`src/rtl/mlp_param_loader.sv`:
```
// ---------------------------------------------------------------------------
// mlp_param_loader
//   Streaming parameter writer for one mlp_layer instance. Accepts a
//   valid/ready word stream and stores D1*D2 weights (row-major) followed by
//   D2 biases in registers that drive the layer operands directly.
//   params_valid rises only once a complete sequence has been stored and
//   stays low from any start until the next completion.
//
// Ports
//   clk, rst_n    clock, asynchronous active-low reset
//   start         single-cycle request to begin (or restart) a load sequence
//   in_data       parameter word
//   in_valid      in_data valid
//   in_ready      loader accepts in_data this cycle (combinational)
//   weights       registered weight array [D1][D2] to mlp_layer
//   biases        registered bias array [D2] to mlp_layer
//   params_valid  full parameter set loaded and stable
//   busy          load sequence in progress
//   load_done     one-cycle pulse after the final bias is stored
// ---------------------------------------------------------------------------
module mlp_param_loader #(
  parameter int unsigned NBits = 16,
  parameter int unsigned D1    = 4,
  parameter int unsigned D2    = 3
) (
  input  logic                               clk,
  input  logic                               rst_n,
  input  logic                               start,
  input  logic [NBits-1:0]                   in_data,
  input  logic                               in_valid,
  output logic                               in_ready,
  output logic [D1-1:0][D2-1:0][NBits-1:0]   weights,
  output logic [D2-1:0][NBits-1:0]           biases,
  output logic                               params_valid,
  output logic                               busy,
  output logic                               load_done
);

  // Index widths, at least one bit even for single-entry dimensions
  localparam int unsigned IW = (D1 > 1) ? $clog2(D1) : 1;
  localparam int unsigned JW = (D2 > 1) ? $clog2(D2) : 1;
  localparam int unsigned BW = (D2 > 1) ? $clog2(D2) : 1;

  localparam logic [IW-1:0] ROW_LAST  = IW'(D1 - 1);
  localparam logic [JW-1:0] COL_LAST  = JW'(D2 - 1);
  localparam logic [BW-1:0] BIAS_LAST = BW'(D2 - 1);

  typedef enum logic [1:0] {
    IDLE   = 2'd0,
    LOAD_W = 2'd1,
    LOAD_B = 2'd2,
    DONE   = 2'd3
  } state_t;

  state_t          state;
  state_t          state_nxt;

  logic [IW-1:0]   row;
  logic [JW-1:0]   col;
  logic [BW-1:0]   bidx;

  logic            loading;
  logic            accept;
  logic            last_col;
  logic            last_row;
  logic            last_bias;
  logic            w_we;
  logic            b_we;
  logic            done_set;

  // Handshake: ready only while loading, and never in a start cycle
  always_comb begin
    loading   = (state == LOAD_W) || (state == LOAD_B);
    in_ready  = loading && !start;
    accept    = in_valid && in_ready;
    last_col  = (col == COL_LAST);
    last_row  = (row == ROW_LAST);
    last_bias = (bidx == BIAS_LAST);
  end

  // State register
  always_ff @(posedge clk or negedge rst_n) begin
    if (!rst_n) begin
      state <= IDLE;
    end else begin
      state <= state_nxt;
    end
  end

  // Next-state and write strobes; start always wins and restarts at LOAD_W
  always_comb begin
    state_nxt = state;
    w_we      = 1'b0;
    b_we      = 1'b0;
    done_set  = 1'b0;
    case (state)
      IDLE, DONE: begin
        if (start) begin
          state_nxt = LOAD_W;
        end
      end
      LOAD_W: begin
        if (start) begin
          state_nxt = LOAD_W;
        end else if (accept) begin
          w_we = 1'b1;
          if (last_col && last_row) begin
            state_nxt = LOAD_B;
          end
        end
      end
      LOAD_B: begin
        if (start) begin
          state_nxt = LOAD_W;
        end else if (accept) begin
          b_we = 1'b1;
          if (last_bias) begin
            state_nxt = DONE;
            done_set  = 1'b1;
          end
        end
      end
      default: begin
        state_nxt = IDLE;
      end
    endcase
  end

  // Write indices: row-major weight walk, then bias walk; no wrap past the end
  always_ff @(posedge clk or negedge rst_n) begin
    if (!rst_n) begin
      row  <= '0;
      col  <= '0;
      bidx <= '0;
    end else if (start) begin
      row  <= '0;
      col  <= '0;
      bidx <= '0;
    end else if (w_we) begin
      if (last_col) begin
        col <= '0;
        if (last_row) begin
          row  <= '0;
          bidx <= '0;
        end else begin
          row <= row + IW'(1);
        end
      end else begin
        col <= col + JW'(1);
      end
    end else if (b_we) begin
      if (!last_bias) begin
        bidx <= bidx + BW'(1);
      end
    end
  end

  // Parameter registers; untouched entries hold their previous contents
  always_ff @(posedge clk or negedge rst_n) begin
    if (!rst_n) begin
      weights <= '0;
      biases  <= '0;
    end else begin
      if (w_we) begin
        weights[row][col] <= in_data;
      end
      if (b_we) begin
        biases[bidx] <= in_data;
      end
    end
  end

  // Status flags
  always_ff @(posedge clk or negedge rst_n) begin
    if (!rst_n) begin
      params_valid <= 1'b0;
      busy         <= 1'b0;
      load_done    <= 1'b0;
    end else begin
      load_done <= done_set;
      busy      <= (state_nxt == LOAD_W) || (state_nxt == LOAD_B);
      if (start) begin
        params_valid <= 1'b0;
      end else if (done_set) begin
        params_valid <= 1'b1;
      end
    end
  end

endmodule
```
`config.mk`:
```
export PLATFORM = sky130hd
export DESIGN_NAME = mlp_param_loader
export DESIGN_NICKNAME = d
export VERILOG_FILES = /design/src/rtl/mlp_param_loader.sv
export SDC_FILE = /design/constraint.sdc
export NUM_CORES = 1
export LEC_CHECK = 0
export BUFFER_PORTS_ARGS = -buffer_cell sky130_fd_sc_hd__buf_2
export CORE_UTILIZATION = 50
export CTS_BUF_LIST = sky130_fd_sc_hd__clkbuf_8 sky130_fd_sc_hd__clkbuf_16
export CTS_CLUSTER_DIAMETER = 60
export DETAILED_ROUTE_END_ITERATION = 10
export PLACE_DENSITY = 0.88
export REMOVE_ABC_BUFFERS = 1
export SETUP_SLACK_MARGIN = 0.3
export SYNTH_ARGS = -nofsm -noshare
export SYNTH_HDL_FRONTEND = slang
export SYNTH_SLANG_ARGS = --single-unit
```
`constraint.sdc`:
```
create_clock -name clk -period 2.8 [get_ports clk]
set_clock_uncertainty 0.2 [all_clocks]
set_input_delay 0.7 -clock clk [delete_from_list [all_inputs] [get_ports clk]]
set_output_delay 0.7 -clock clk [all_outputs]
set_load 0.1 [all_outputs]
```
; ---- Yosys cells after proc, flatten, opt, wreduce, memory -nomap -nowiden
; Cells that the tools add are included.
[op_classes]
add_sub_neg = 3
n_lt_le_gt_ge = 6
n_eq_ne = 11
n_mux = 39
reduce_logical = 17
[op_table]
columns = op, count
row1 = $bwmux W192, 1
row2 = $demux W48 S2, 1
row3 = $demux W16 S2, 2
row4 = $bwmux W48, 1
row5 = $mux W48, 1
row6 = $mux W2, 20
row7 = $mux W16, 2
row8 = $eq A2 B2 Y1 const B, 6
row9 = $mux W1, 10
row10 = $lt A2 B3 Y1 const B, 3
row11 = $add A2 B1 Y2 const B, 3
row12 = $ge A2 B1 Y1 const B, 3
row13 = $logic_and A1 B1 Y1, 6
row14 = $ne A3 B3 Y1 const B, 2
row15 = $pmux W2 S3, 1
row16 = $reduce_bool A2 Y1, 3
row17 = $eq A2 B1 Y1 const B, 2
row18 = $reduce_and A4 Y1, 1
row19 = $ne A3 B2 Y1 const B, 1
row20 = $reduce_bool A3 Y1, 1
row21 = $logic_not A2 Y1, 1
row22 = $logic_or A1 B1 Y1, 2
row23 = $reduce_and A2 Y1, 1
row24 = $reduce_or A2 Y1, 1
row25 = $logic_not A1 Y1, 1
[word_totals]
ff_bits = 251
in_bits = 20
output_inout_bits = 244

; ---- Depth between registers and ports, before layout
[depth]
word_depth = 10
mapped_depth = 9

; ---- Worst setup path before layout
; OpenSTA, ideal clock, no wires.
[synth_timing]
path_type = input port to flip-flop
start = input port start
end = register biases[10] (netlist name)
t_arrival_ns = 3.140
required_ns = 2.474
path_slack_ns = -0.666
stages = 6
path_buffers = 2
path_cell_list = buf_2 nor2_1 and2_1 nand3_2 buf_2 mux2_2
[synth_between]
elab_chain_len = 6
[synth_rtl]
columns = item, line_no
row1 = from (decl), 28  ; input logic start,
row2 = $logic_not A1 Y1, 74  ; in_ready = loading && !start;
row3 = $logic_and A1 B1 Y1, 74
row4 = net in_ready, 31  ; output logic in_ready,
row5 = $logic_and A1 B1 Y1, 75  ; accept = in_valid && in_ready;
row6 = $mux W1, 115  ; end else if (accept) begin
row7 = $mux W1, 113  ; if (start) begin
row8 = $mux W1, 96  ; case (state)
row9 = "to (signal, indexed assignment)", 168  ; biases[bidx] <= in_data;
row10 = to (decl), 33  ; output logic [D2-1:0][NBits-1:0] biases,
; The timed path passes the listed nets, and every way through them passes these cells.
; A chain may end at the register's enable or synchronous reset.

; ---- Worst setup path in the final report
[layout_timing]
start = register state[0]
end = output port in_ready
[layout_between]
elab_chain_len = 3
[layout_rtl]
columns = item, line_no
row1 = from (decl), 55  ; state_t state;
row2 = from (signal assigned), 86  ; state <= state_nxt;
row3 = $eq A2 B1 Y1 / $eq A2 B2 Y1 (equally long branches), 73  ; loading = (state == LOAD_W) || (state == LOAD_B);
row4 = $logic_or A1 B1 Y1 *, 73
row5 = $logic_and A1 B1 Y1 *, 74
row6 = to (decl), 31
; Every way passes the cells marked *; elsewhere a longest branch is shown, timed or not.

==> metrics <==
Internal 6.447 mW; Worst-Skew Late Latency approximately 510 ps; cell area after synthesis 9698 um^2; Slew Limit Fails 0; iteration-0 DRC count of the detailed router around 150; CP Max Fanout 4; fin crit period 2438 ps; vias in the first global route about 6400; GRT Util Overall between 20% and 30%; DRC 0; mux cell area share after synthesis between 20% and 30%; post-synthesis async set-or-reset flop share between 90% and 100%; dpl hpwl ~16 mm; PortBufs between 200 and 300; final worst path period share between 80% and 90%; GPL Wtd Cong roughly 0.82; max cap viols 0; Max Clk Rate about 0.41 GHz; Clock Power Share 35.8%; Switching Share between 30% and 40%; R2R depth 8; RSZ-0062 raised after global routing false; final WL between 20 and 25 mm; Final setup viols 0; Syn Inst Count approximately 600; Min-Delay Endpoint biases[8]; power per cell area about 800 nW/um^2; CTS buffer count 26; placed inst area roughly 11000 um^2; Min-Delay Path Class register to register; pin count of the biggest net entering global routing 74; CP required about 1900 ps; # nets final between 800 and 900; placed insts ~1100; WS Path Type register to output port; P&R area growth vs syn 27.67%; initial core utilization approximately half; LEAKAGE slightly above 7 nW; critical path data arrival time roughly 1500 ps; Post-synth top flop dfrtp_1; die width approximately 140 um; CTS tree yes; Reg area around 6300 um^2; Gate power share ~24%; vias 6043; Post-synth EDFFs 0; Mean Syn Cell Area ~16 um^2; Crit Reg-Reg Startpoint state[0]; DR pass1 iterations 4; first-pass GRT wire length 36.02 mm; Critical Path Max Stage Delay around 390 ps; normalized max-slew margin 61.91%; per-cell routed wire length 20.32 um; Hold Startpoint biases[8]; Reg power frac 40.0%; share of cells above drive strength 1 between 60% and 70%; critical path endpoint category output port; worst hold path stage count 1; row count 50; Final Cell Area approximately 12000 um^2; Clock Tree Buf Depth 3; flops & latches, synth around 250; status complete, no violations; main combinational cell family by area after synthesis multiplexers; worst slew pin tran 571.4 ps; FF-to-FF setup slack approximately 500 ps; synth unique cells 29; die area between 15000 and 20000 um^2; Reg-to-Reg End weights[82]; clock root buffer clkbuf_16; complex-gate fraction of the synthesized area less than 1%; Antenna diodes 0; Net Switching about 3.5 mW; antenna-violating nets left 0; Synth Area in XOR/XNOR less than 1%; multi-input logic area around 3200 um^2; worst path buffer plus inverter count 2; I/O Pins around 260; routed vias/inst between 5 and 6; Max VDD drop 837.2 uV; Non-Filler Instances 1149; Fillers about 1300; total design power slightly below 10 mW; Clock transition at path regs 60 ps; YS warnings 0; Adder-Cell Fraction of Synth Area 1.161%; core area 18830 um^2; Startpoint Class register; Critical Path, Cell by Cell inv_2, ha_4, nor2_4, buf_12; Die H ~140 um; initial antenna violation count 0; Sink Count 251; family with the most delay on the worst path flip-flops; simple-gate share of the synthesized area 2.374%; Congestion Overflow GR 0; Max H-tree Level 1; Final Hold Viols 0; sequential share of the synthesized area 64.77%; Critical-path top delay cell dfrtp_1
==> worst register-to-register path: stages (launching register included) <==
cell and delay (ps):
dfrtp_1 390, inv_2 80, ha_4 220, nand4bb_4 260
buf_4 190, nor3b_4 200, buf_4 170, nand2_4 160
mux2_2 350
==> flip-flops by register name (all words and copies together), names as in the netlist <==
| name | flops |
|---|---|
| state | 2 |
| busy | 1 |
| col | 2 |
| params_valid | 1 |
| load_done | 1 |
| biases | 48 |
| bidx | 2 |
| weights | 192 |
| row | 2 |
==> power by group through the flow <==
stage | Clock, mW | Sequential, mW | Combinational [mW]
4_1_cts | 3.60 | 3.96 | 2.39
6_report | 3.54 | 3.96 | 2.40
3_5_place_dp | 0 | 4.02 | 2.34
2_1_floorplan | 0 | 5.55 | 0.310
3_3_place_gp | 0 | 4.01 | 2.31
5_1_grt | 3.76 | 3.98 | 2.47
==> per-stage QoR <==
stage               setup slack (ps)  util (%)  hold slack, ps  TNS, ps
detailed placement            -1.411     60.44           287.1   -1.411
global route                   302.6     65.75           309.6        0
floorplan                      -1113         -           204.4   -36530
CTS                            325.2     65.65           300.8        0
finish                         361.7     65.75           295.2        0
global placement               91.46     60.44           282.9        0
==> cells by family (layout without fill, tap and decap cells) <==
kind of cell,after synthesis,count (layout)
AO/OA/AOI/OAI,5,5
XOR/XNOR,1,1
adder cells (fa/ha/maj),9,9
buffers and inverters,52,343
flip-flops,251,251
multiplexers,243,243
AND/OR/NAND/NOR,37,37
==> timing repair <==
action | 4_1_cts | 5_1_grt
hold buffers | 1 | 0
endpoints found under the hold margin | 68 | 0
gates cloned | 0 | 0
resized for setup | 13 | 1
setup endpoints to repair | 137 | 108
buffers inserted | 2 | 1
pin swaps | 1 | 0
==> Yosys cell counts, types with 3 or more instances <==
cell | count | area (um^2)
a21oi_1 | 3 | 15.01
nand2_2 | 3 | 18.77
nand2_1 | 3 | 11.26
buf_2 | 10 | 50.05
clkbuf_1 | 18 | 67.56
nor2_1 | 8 | 30.03
inv_1 | 8 | 30.03
ha_1 | 9 | 112.6
buf_4 | 9 | 67.56
dfrtp_1 | 251 | 6281
and2_1 | 5 | 31.28
buf_6 | 5 | 56.30
nor3_1 | 4 | 20.02
mux2_2 | 241 | 2714
and3_1 | 4 | 25.02
==> worst max path at each step <==
stage	slack, ps	startpoint	depth (start not counted)	to
2_1_floorplan	-1110	state[0]	6	busy
3_3_place_gp	90	start	6	weights[131]
3_5_place_dp	-1	start	6	weights[83]
4_1_cts	330	state[0]	4	in_ready
5_1_grt	300	state[0]	4	in_ready
6_report	360	state[0]	4	in_ready
==> placed cells by master (no fill, tap or decap), types with 6 or more instances in the layout <==
cell,count
dfrtp_1,251
clkinv_2,6
clkbuf_16,27
nor2_1,7
buf_4,11
ha_1,8
mux2_2,241
buf_2,261
inv_1,15
buf_12,13
==> routing by layer <==
| metal | part of all wire [%] | GRT usage, % | vias up | routed length [um] |
|---|---|---|---|---|
| met2 | 50 | 40.20 | 247 | 11750 |
| met3 | 8.6 | 7.492 | 48 | 2012 |
| met4 | 2.4 | 7.609 | 0 | 562 |
| met5 | 0 | 0 | - | 0 |
| li1 | - | - | 2631 | - |
| met1 | 39 | 28.55 | 3117 | 9027 |
==> final cells by class <==
class	instances	area share, %
Inverter	8	0.2425
Clock buffer	30	5.790
Sequential cell	251	50.73
Clock inverter	18	1.455
Tap cell	260	2.627
Multi-Input combinational cell	295	25.64
Timing Repair Buffer	287	13.52
No activity file was read; power rests on OpenSTA's default activity.
